<file path="config.mk">
export PLATFORM = sky130hd
export DESIGN_NAME = feature_loader_ctrl
export DESIGN_NICKNAME = d
export VERILOG_FILES = /design/src/rtl/feature_loader_ctrl.sv
export SDC_FILE = /design/constraint.sdc
export NUM_CORES = 1
export LEC_CHECK = 0
export ABC_AREA = 0
export CAP_MARGIN = 20
export CORE_MARGIN = 4
export CORE_UTILIZATION = 28
export CTS_CLUSTER_DIAMETER = 100
export DETAILED_ROUTE_END_ITERATION = 12
export HOLD_SLACK_MARGIN = 0.12
export REMOVE_ABC_BUFFERS = 1
export SLEW_MARGIN = 30
export SYNTH_ARGS = -nofsm -noshare
export SYNTH_HDL_FRONTEND = slang
export SYNTH_SLANG_ARGS = --single-unit
</file>
<file path="constraint.sdc">
create_clock -name clk -period 11.1 [get_ports clk]
set_input_delay 2.22 -clock clk [delete_from_list [all_inputs] [get_ports clk]]
set_output_delay 2.22 -clock clk [all_outputs]
set_load 0.02 [all_outputs]
</file>
<file path="src/rtl/feature_loader_ctrl.sv">
// Load sequencer: takes a (base, count) command, fetches packed input words and
// unpacks them into one element write per cycle, then holds the staged features until consumed.
module feature_loader_ctrl #(
    parameter int unsigned inputWidth   = 256,
    parameter int unsigned elementWidth = 8,
    parameter int unsigned numElements  = 256,
    parameter int unsigned addrWidth    = 8
) (
    input  logic                    clk,
    input  logic                    rst,
    input  logic                    cmd_valid_i,
    output logic                    cmd_ready_o,
    input  logic [addrWidth-1:0]    cmd_base_i,
    input  logic [addrWidth:0]      cmd_count_i,
    input  logic                    in_valid_i,
    output logic                    in_ready_o,
    input  logic [inputWidth-1:0]   in_data_i,
    output logic                    fl_wr_en_o,
    output logic [addrWidth-1:0]    fl_addr_o,
    output logic [elementWidth-1:0] fl_data_o,
    output logic                    feat_valid_o,
    input  logic                    feat_consume_i,
    output logic                    busy_o,
    output logic                    done_o,
    output logic                    err_o
);

    localparam int unsigned elemsPerWord = inputWidth / elementWidth;
    localparam int unsigned LaneW        = (elemsPerWord > 1) ? $clog2(elemsPerWord) : 1;

    localparam logic [addrWidth:0] CntOne   = 1;
    localparam logic [addrWidth:0] MaxCount = (addrWidth + 1)'(numElements);
    localparam logic [LaneW-1:0]   LaneOne  = 1;
    localparam logic [LaneW-1:0]   LastLane = LaneW'(elemsPerWord - 1);

    typedef enum logic [1:0] {StIdle, StFetch, StUnpack, StHold} state_e;

    state_e                  state_q, state_d;
    logic [addrWidth-1:0]    base_q, base_d;
    logic [addrWidth:0]      count_q, count_d;
    logic [addrWidth:0]      written_q, written_d;
    logic [addrWidth:0]      written_inc;
    logic [LaneW-1:0]        lane_q, lane_d;
    logic [inputWidth-1:0]   word_q, word_d;
    logic                    done_q, done_d;
    logic                    err_q, err_d;
    logic                    cmd_legal;
    logic [elementWidth-1:0] lane_data;

    assign cmd_legal   = (cmd_count_i != '0) && (cmd_count_i <= MaxCount);
    assign written_inc = written_q + CntOne;

    always_comb begin
        state_d   = state_q;
        base_d    = base_q;
        count_d   = count_q;
        written_d = written_q;
        lane_d    = lane_q;
        word_d    = word_q;
        done_d    = 1'b0;
        err_d     = 1'b0;
        unique case (state_q)
            StIdle: begin
                // Illegal commands are still consumed; they only raise err_o.
                if (cmd_valid_i) begin
                    if (cmd_legal) begin
                        base_d    = cmd_base_i;
                        count_d   = cmd_count_i;
                        written_d = '0;
                        lane_d    = '0;
                        state_d   = StFetch;
                    end else begin
                        err_d = 1'b1;
                    end
                end
            end
            StFetch: begin
                if (in_valid_i) begin
                    word_d  = in_data_i;
                    state_d = StUnpack;
                end
            end
            StUnpack: begin
                written_d = written_inc;
                lane_d    = lane_q + LaneOne;
                if (written_inc == count_q) begin
                    state_d = StHold;
                    done_d  = 1'b1;
                end else if (lane_q == LastLane) begin
                    lane_d  = '0;
                    state_d = StFetch;
                end
            end
            StHold: begin
                if (feat_consume_i) begin
                    state_d = StIdle;
                end
            end
            default: state_d = StIdle;
        endcase
    end

    always_ff @(posedge clk or posedge rst) begin
        if (rst) begin
            state_q   <= StIdle;
            base_q    <= '0;
            count_q   <= '0;
            written_q <= '0;
            lane_q    <= '0;
            word_q    <= '0;
            done_q    <= 1'b0;
            err_q     <= 1'b0;
        end else begin
            state_q   <= state_d;
            base_q    <= base_d;
            count_q   <= count_d;
            written_q <= written_d;
            lane_q    <= lane_d;
            word_q    <= word_d;
            done_q    <= done_d;
            err_q     <= err_d;
        end
    end

    always_comb begin
        lane_data = '0;
        for (int i = 0; i < int'(elemsPerWord); i++) begin
            if (lane_q == LaneW'(i)) begin
                lane_data = word_q[i*elementWidth +: elementWidth];
            end
        end
    end

    assign cmd_ready_o  = (state_q == StIdle);
    assign in_ready_o   = (state_q == StFetch);
    assign fl_wr_en_o   = (state_q == StUnpack);
    assign feat_valid_o = (state_q == StHold);
    assign busy_o       = (state_q != StIdle);
    assign done_o       = done_q;
    assign err_o        = err_q;

    // Address wraps modulo numElements through natural truncation of the sum.
    assign fl_addr_o = fl_wr_en_o ? (base_q + written_q[addrWidth-1:0]) : '0;
    assign fl_data_o = fl_wr_en_o ? lane_data : '0;

endmodule

</file>
# Word-level counts from Yosys, hierarchy flattened
# Cells that the tools add are included.
# W data, S select, Z words.
[classes]
n_addsub = 3
order_cmp = 1
eq_ne = 40
n_mux = 54
n_reduce_logical = 10
[ops]
columns = ["op", "count"]
rows = [
  ["$mux W8", 34],
  ["$eq A5 B5 Y1 const B", 16],
  ["$eq A5 B4 Y1 const B", 8],
  ["$eq A5 B3 Y1 const B", 4],
  ["$mux W5", 4],
  ["$mux W9", 2],
  ["$pmux W9 S2", 1],
  ["$mux W2", 6],
  ["$eq A5 B2 Y1 const B", 2],
  ["$pmux W5 S2", 1],
  ["$add A9 B1 Y9 const B", 1],
  ["$eq A9 B9 Y1", 1],
  ["$le A9 B9 Y1 const B", 1],
  ["$reduce_bool A9 Y1", 1],
  ["$add A8 B8 Y8", 1],
  ["$pmux W2 S4", 1],
  ["$reduce_and A3 Y1", 2],
  ["$add A5 B1 Y5 const B", 1],
  ["$eq A5 B1 Y1 const B", 1],
  ["$logic_not A5 Y1", 1],
  ["$mux W1", 5],
  ["$reduce_and A5 Y1", 1],
  ["$eq A2 B2 Y1 const B", 2],
  ["$ne A2 B1 Y1 const B", 2],
  ["7 further kinds", 9],
]
[totals]
regBits = 291
in_bits = 278
out_inout_bits = 23
wordCells = 116

# Logic depth before layout (Yosys ltp)
[depth]
depth_word = 34
depth_mapped = 14
depth_no_buf = 11

# Worst setup path after synthesis
# Ideal clock, no wire load.
[synth_timing]
kind = "register to output"
start = "register lane_q[0]"
end = "output fl_data_o[0]"
arrival_ns = 2.973
t_required_ns = 8.880
setup_slack_ns = 5.907
path_stages_with_launch = 14
path_cell_list = "dfrtp_1 > ha_1 > buf_2 > inv_1 > clkbuf_1 > nor2_1 > ha_1 > clkbuf_1 > clkbuf_1 > a2111oi_0 > o221ai_1 > o21ai_1 > o211ai_1 > a21oi_1"
[synth_between]
elab_chain_cells = 34
word_cells_on_any_way = 65
cone_classes = "eq/ne (31); mux (33); reduce/logical (1)"
[synth_rtl]
columns = ["element", "line_no", "rtl"]
rows = [
  ["start: declaration", "43", "logic [LaneW-1:0] lane_q, lane_d;"],
  ["start signal: assignment", "118", "lane_q <= lane_d;"],
  ["$logic_not A5 Y1", "128", "if (lane_q == LaneW'(i)) begin"],
  ["$mux W8 (31 in a row)", "128", ""],
  ["$mux W8 (*)", "128", ""],
  ["$mux W8 (*)", "144", "assign fl_data_o = fl_wr_en_o ? lane_data : '0;"],
  ["end: declaration", "20", "output logic [elementWidth-1:0] fl_data_o,"],
]
# Mark *: on every way between the ends. The rest lies on a longest branch, timed or not.

# Worst setup path after layout
[layout_timing]
start = "register lane_q[1]"
end = "output fl_data_o[2]"
# The elaborated chain is that of the path after synthesis.

==> results.md <==
* Status: finished, final reports clean
* Worst Setup Path Type: flop to primary output
* Crit path capture type: primary output
* DRT iter0 DRCs at 995
* HP Class: flop to flop
* Sequential Power Share at 38.7%
* PortBufs at 300
* DP HPWL at 44.3 mm
* Yosys warning count at 0
* Worst setup SP type: flop
* Synth area leader: dfrtp_1
* Resized cells post-CTS at 0
* DR pass1 iterations at 5
* Final Skew at roughly 0.014 ns
* NetSw at 2.06 mW
* WP data arrival at about 5.2 ns
* DR vias at 12600
* Slew Limit Fails at 0
* Num Clock Sinks at a little under 300
* Vias per cell at 5.31
* Critical Path Start: lane_q[1]
* Slew @ Worst Pin at 0.951 ns
* Switching part of the total at 37.9%
* Setup bufs post-CTS at 0
* Comb pwr share at 38.5%
* Fill cells at roughly 5200
* Sequential fraction of the synthesis area at between 40% and 50%
* Routed WL at 58.9 mm
* Period utilization at about two thirds
* Most common cell after layout, fill and taps aside: clkdlybuf4s50_1
* Final ANT Viol Nets at 0
* Reg2reg path depth at 10
* Bufs on Longest Clock Path at 3
* Total CTS buffers at 35
* Yosys top cell area share at 47.8%
* Syn Std Cell Area at 15200 um^2
* Fraction of registers with async set/reset at 100%
* Worst-Skew Late Latency at 0.54 ns
* Top FF cell, synth: dfrtp_1
* Core area at 53800 um^2
* Placer Congestion at 0.933
* Area Growth Syn to Fin at 32.2%
* Largest net degree at the start of global routing at roughly 80
* Number of global-route vias before repair at 12700
* Final setup fails at 0
* Worst hold margin at 0.499 ns
* Clock share of power at 22.8%
* Gate Count Post-Synth at 1383
* Htree depth at 2
* GRT Total Usage at 19.4%
* Nets at 1938
* Die W at roughly 240 um
* Share of post-route cells with drive strength above 1 at a little under a quarter
* Max_cap viols at 0
* Row Count at 85
* Syn avg cell area at between 10 and 15 um^2
* Tmin final at 7.37 ns
* CTS tree: yes
* End of the critical path: fl_data_o[2]
* Hold Vio Cnt, Final at 0
* Fmax achieved at about 0.14 GHz
* RR Endpoint: lane_q[2]
* Drt wl/cell at between 20 and 25 um
* Reg-to-reg slack, setup at 7.55 ns
* RSZ-0062 raised after global routing: no
* Number of enable flip-flop cells after synthesis at 0
* Initial antenna violation count at 6
* Height of the die at 241 um
* DIE AREA at slightly below 60000 um^2
* Pwr/cell area at 269 nW/um^2
* Power Internal at around 3.4 mW
* Most frequent cells in the layout: clkdlybuf4s50_1, dfrtp_1, mux2_2, nor2_1, nand2_1
* Initial Utilization at between 20% and 30%
* Synth cell types at 85
* Clock-pin slew on the worst setup and hold paths at ~0.060 ns
* TNS Setup at 0 ns
* Yosys reg bits at 291
* Synth top area cells: dfrtp_1, mux2_2, a21oi_1
* Total grt overflow at 0
* Req. time, crit path at 8.88 ns
* VDD IR max at between 0.1 and 0.15 mV
* First-pass GRT wire length at 84.1 mm
* Post-CTS Hold Buffers at 0
* Root Driver: clkbuf_16
* Crit-path max FO at 31
* Worst slew margin at between 30% and 40%
* R2R Path Start: lane_q[1]
* DRC violations left at 0
* I/O pin count at approximately 300
* Leakage Power at 8.09 nW
critical path, stage by stage, from the launching register on:
cell	delay (ns)
dfrtp_1	0.42
ha_1	0.18
buf_4	0.38
inv_1	0.40
nor2_1	0.25
ha_1	0.71
nor3_1	0.12
o32ai_1	0.34
o2111ai_1	0.29
a311oi_1	0.40
nor4_1	0.16
o22ai_1	0.27
clkdlybuf4s50_1	0.67
per-stage QoR:
step | total power, mW | util [%] | worst slack [ns] | std cells | area [um^2]
floorplan | 3.31 | - | 0.846 | 1289 | 14800
global placement | 4.13 | 35.0 | 4.64 | 2302 | 18800
detailed placement | 4.17 | 35.0 | 4.40 | 2302 | 18800
CTS | 5.44 | 37.3 | 3.80 | 2365 | 20100
global route | 5.70 | 37.5 | 3.48 | 2367 | 20200
finish | 5.43 | 37.5 | 3.73 | 2369 | 20200
synth_stat cells, drive strengths merged (11+ instances only):
master  count
dfrtp     291
mux2      274
nor2       89
nand2      83
a21oi      78
o21ai      64
clkbuf     54
buf        40
nand3      32
o22ai      30
nor3       26
inv        20
a221oi     19
nand2b     16
o221ai     15
ha         14
xnor2      13
o21a       12
nor2b      11
state kept, by name, indices dropped and copies added (netlist names):
name and cells:
base_q 8, done_o 1, count_q 9, lane_q 5
word_q 256, state_q 2, err_o 1, written_q 9
cell type report:
type | instances | area, um^2 | area share [%]
Multi-Input combinational cell | 974 | 7460 | 37.0
Tap cell | 696 | 871 | 4.32
Clock buffer | 49 | 1040 | 5.16
Timing Repair Buffer | 319 | 3200 | 15.9
Sequential cell | 291 | 7280 | 36.1
Inverter | 24 | 97.6 | 0.484
Clock inverter | 14 | 211 | 1.05
Antenna cell | 2 | 5.00 | 0.0248
routing by layer:
| layer | up-vias | routed length [um] | track usage [%] |
|---|---|---|---|
| li1 | 5683 | - | - |
| met1 | 6319 | 25200 | 26.3 |
| met2 | 493 | 28300 | 32.1 |
| met3 | 83 | 4060 | 3.86 |
| met4 | 8 | 1300 | 4.96 |
| met5 | - | 57 | 0 |
worst min-delay path by stage:
stage | startpoint | end | slack (ns) | depth (start not counted)
6_report | word_q[97] | word_q[97] | 0.50 | 1
5_1_grt | word_q[250] | word_q[250] | 0.52 | 1
4_1_cts | word_q[97] | word_q[97] | 0.50 | 1
3_5_place_dp | word_q[97] | word_q[97] | 0.49 | 1
3_3_place_gp | word_q[97] | word_q[97] | 0.48 | 1
2_1_floorplan | word_q[103] | word_q[103] | 0.47 | 1
power groups by stage:
stage          sequential, mW  combinational [mW]  clock [mW]
2_1_floorplan            1.85                1.46           0
3_3_place_gp             2.10                2.03           0
3_5_place_dp             2.10                2.06           0
4_1_cts                  2.09                2.08        1.28
5_1_grt                  2.14                2.24        1.32
6_report                 2.10                2.09        1.24
cell families (layout without fill, tap and decap cells):
kind of cell | after synthesis | count (layout) | share of synthesized area, %
and+or+nand+nor | 335 | 335 | 11.5
adders and majority gates | 15 | 15 | 1.28
other | 0 | 2 | 0
xor gates and xnor gates | 19 | 19 | 1.09
buffers and inverters | 118 | 406 | 3.41
muxes | 276 | 276 | 20.4
AOI/OAI and AO/OA | 329 | 329 | 14.6
DFF | 291 | 291 | 47.8
(Power assumes the default switching activity.)
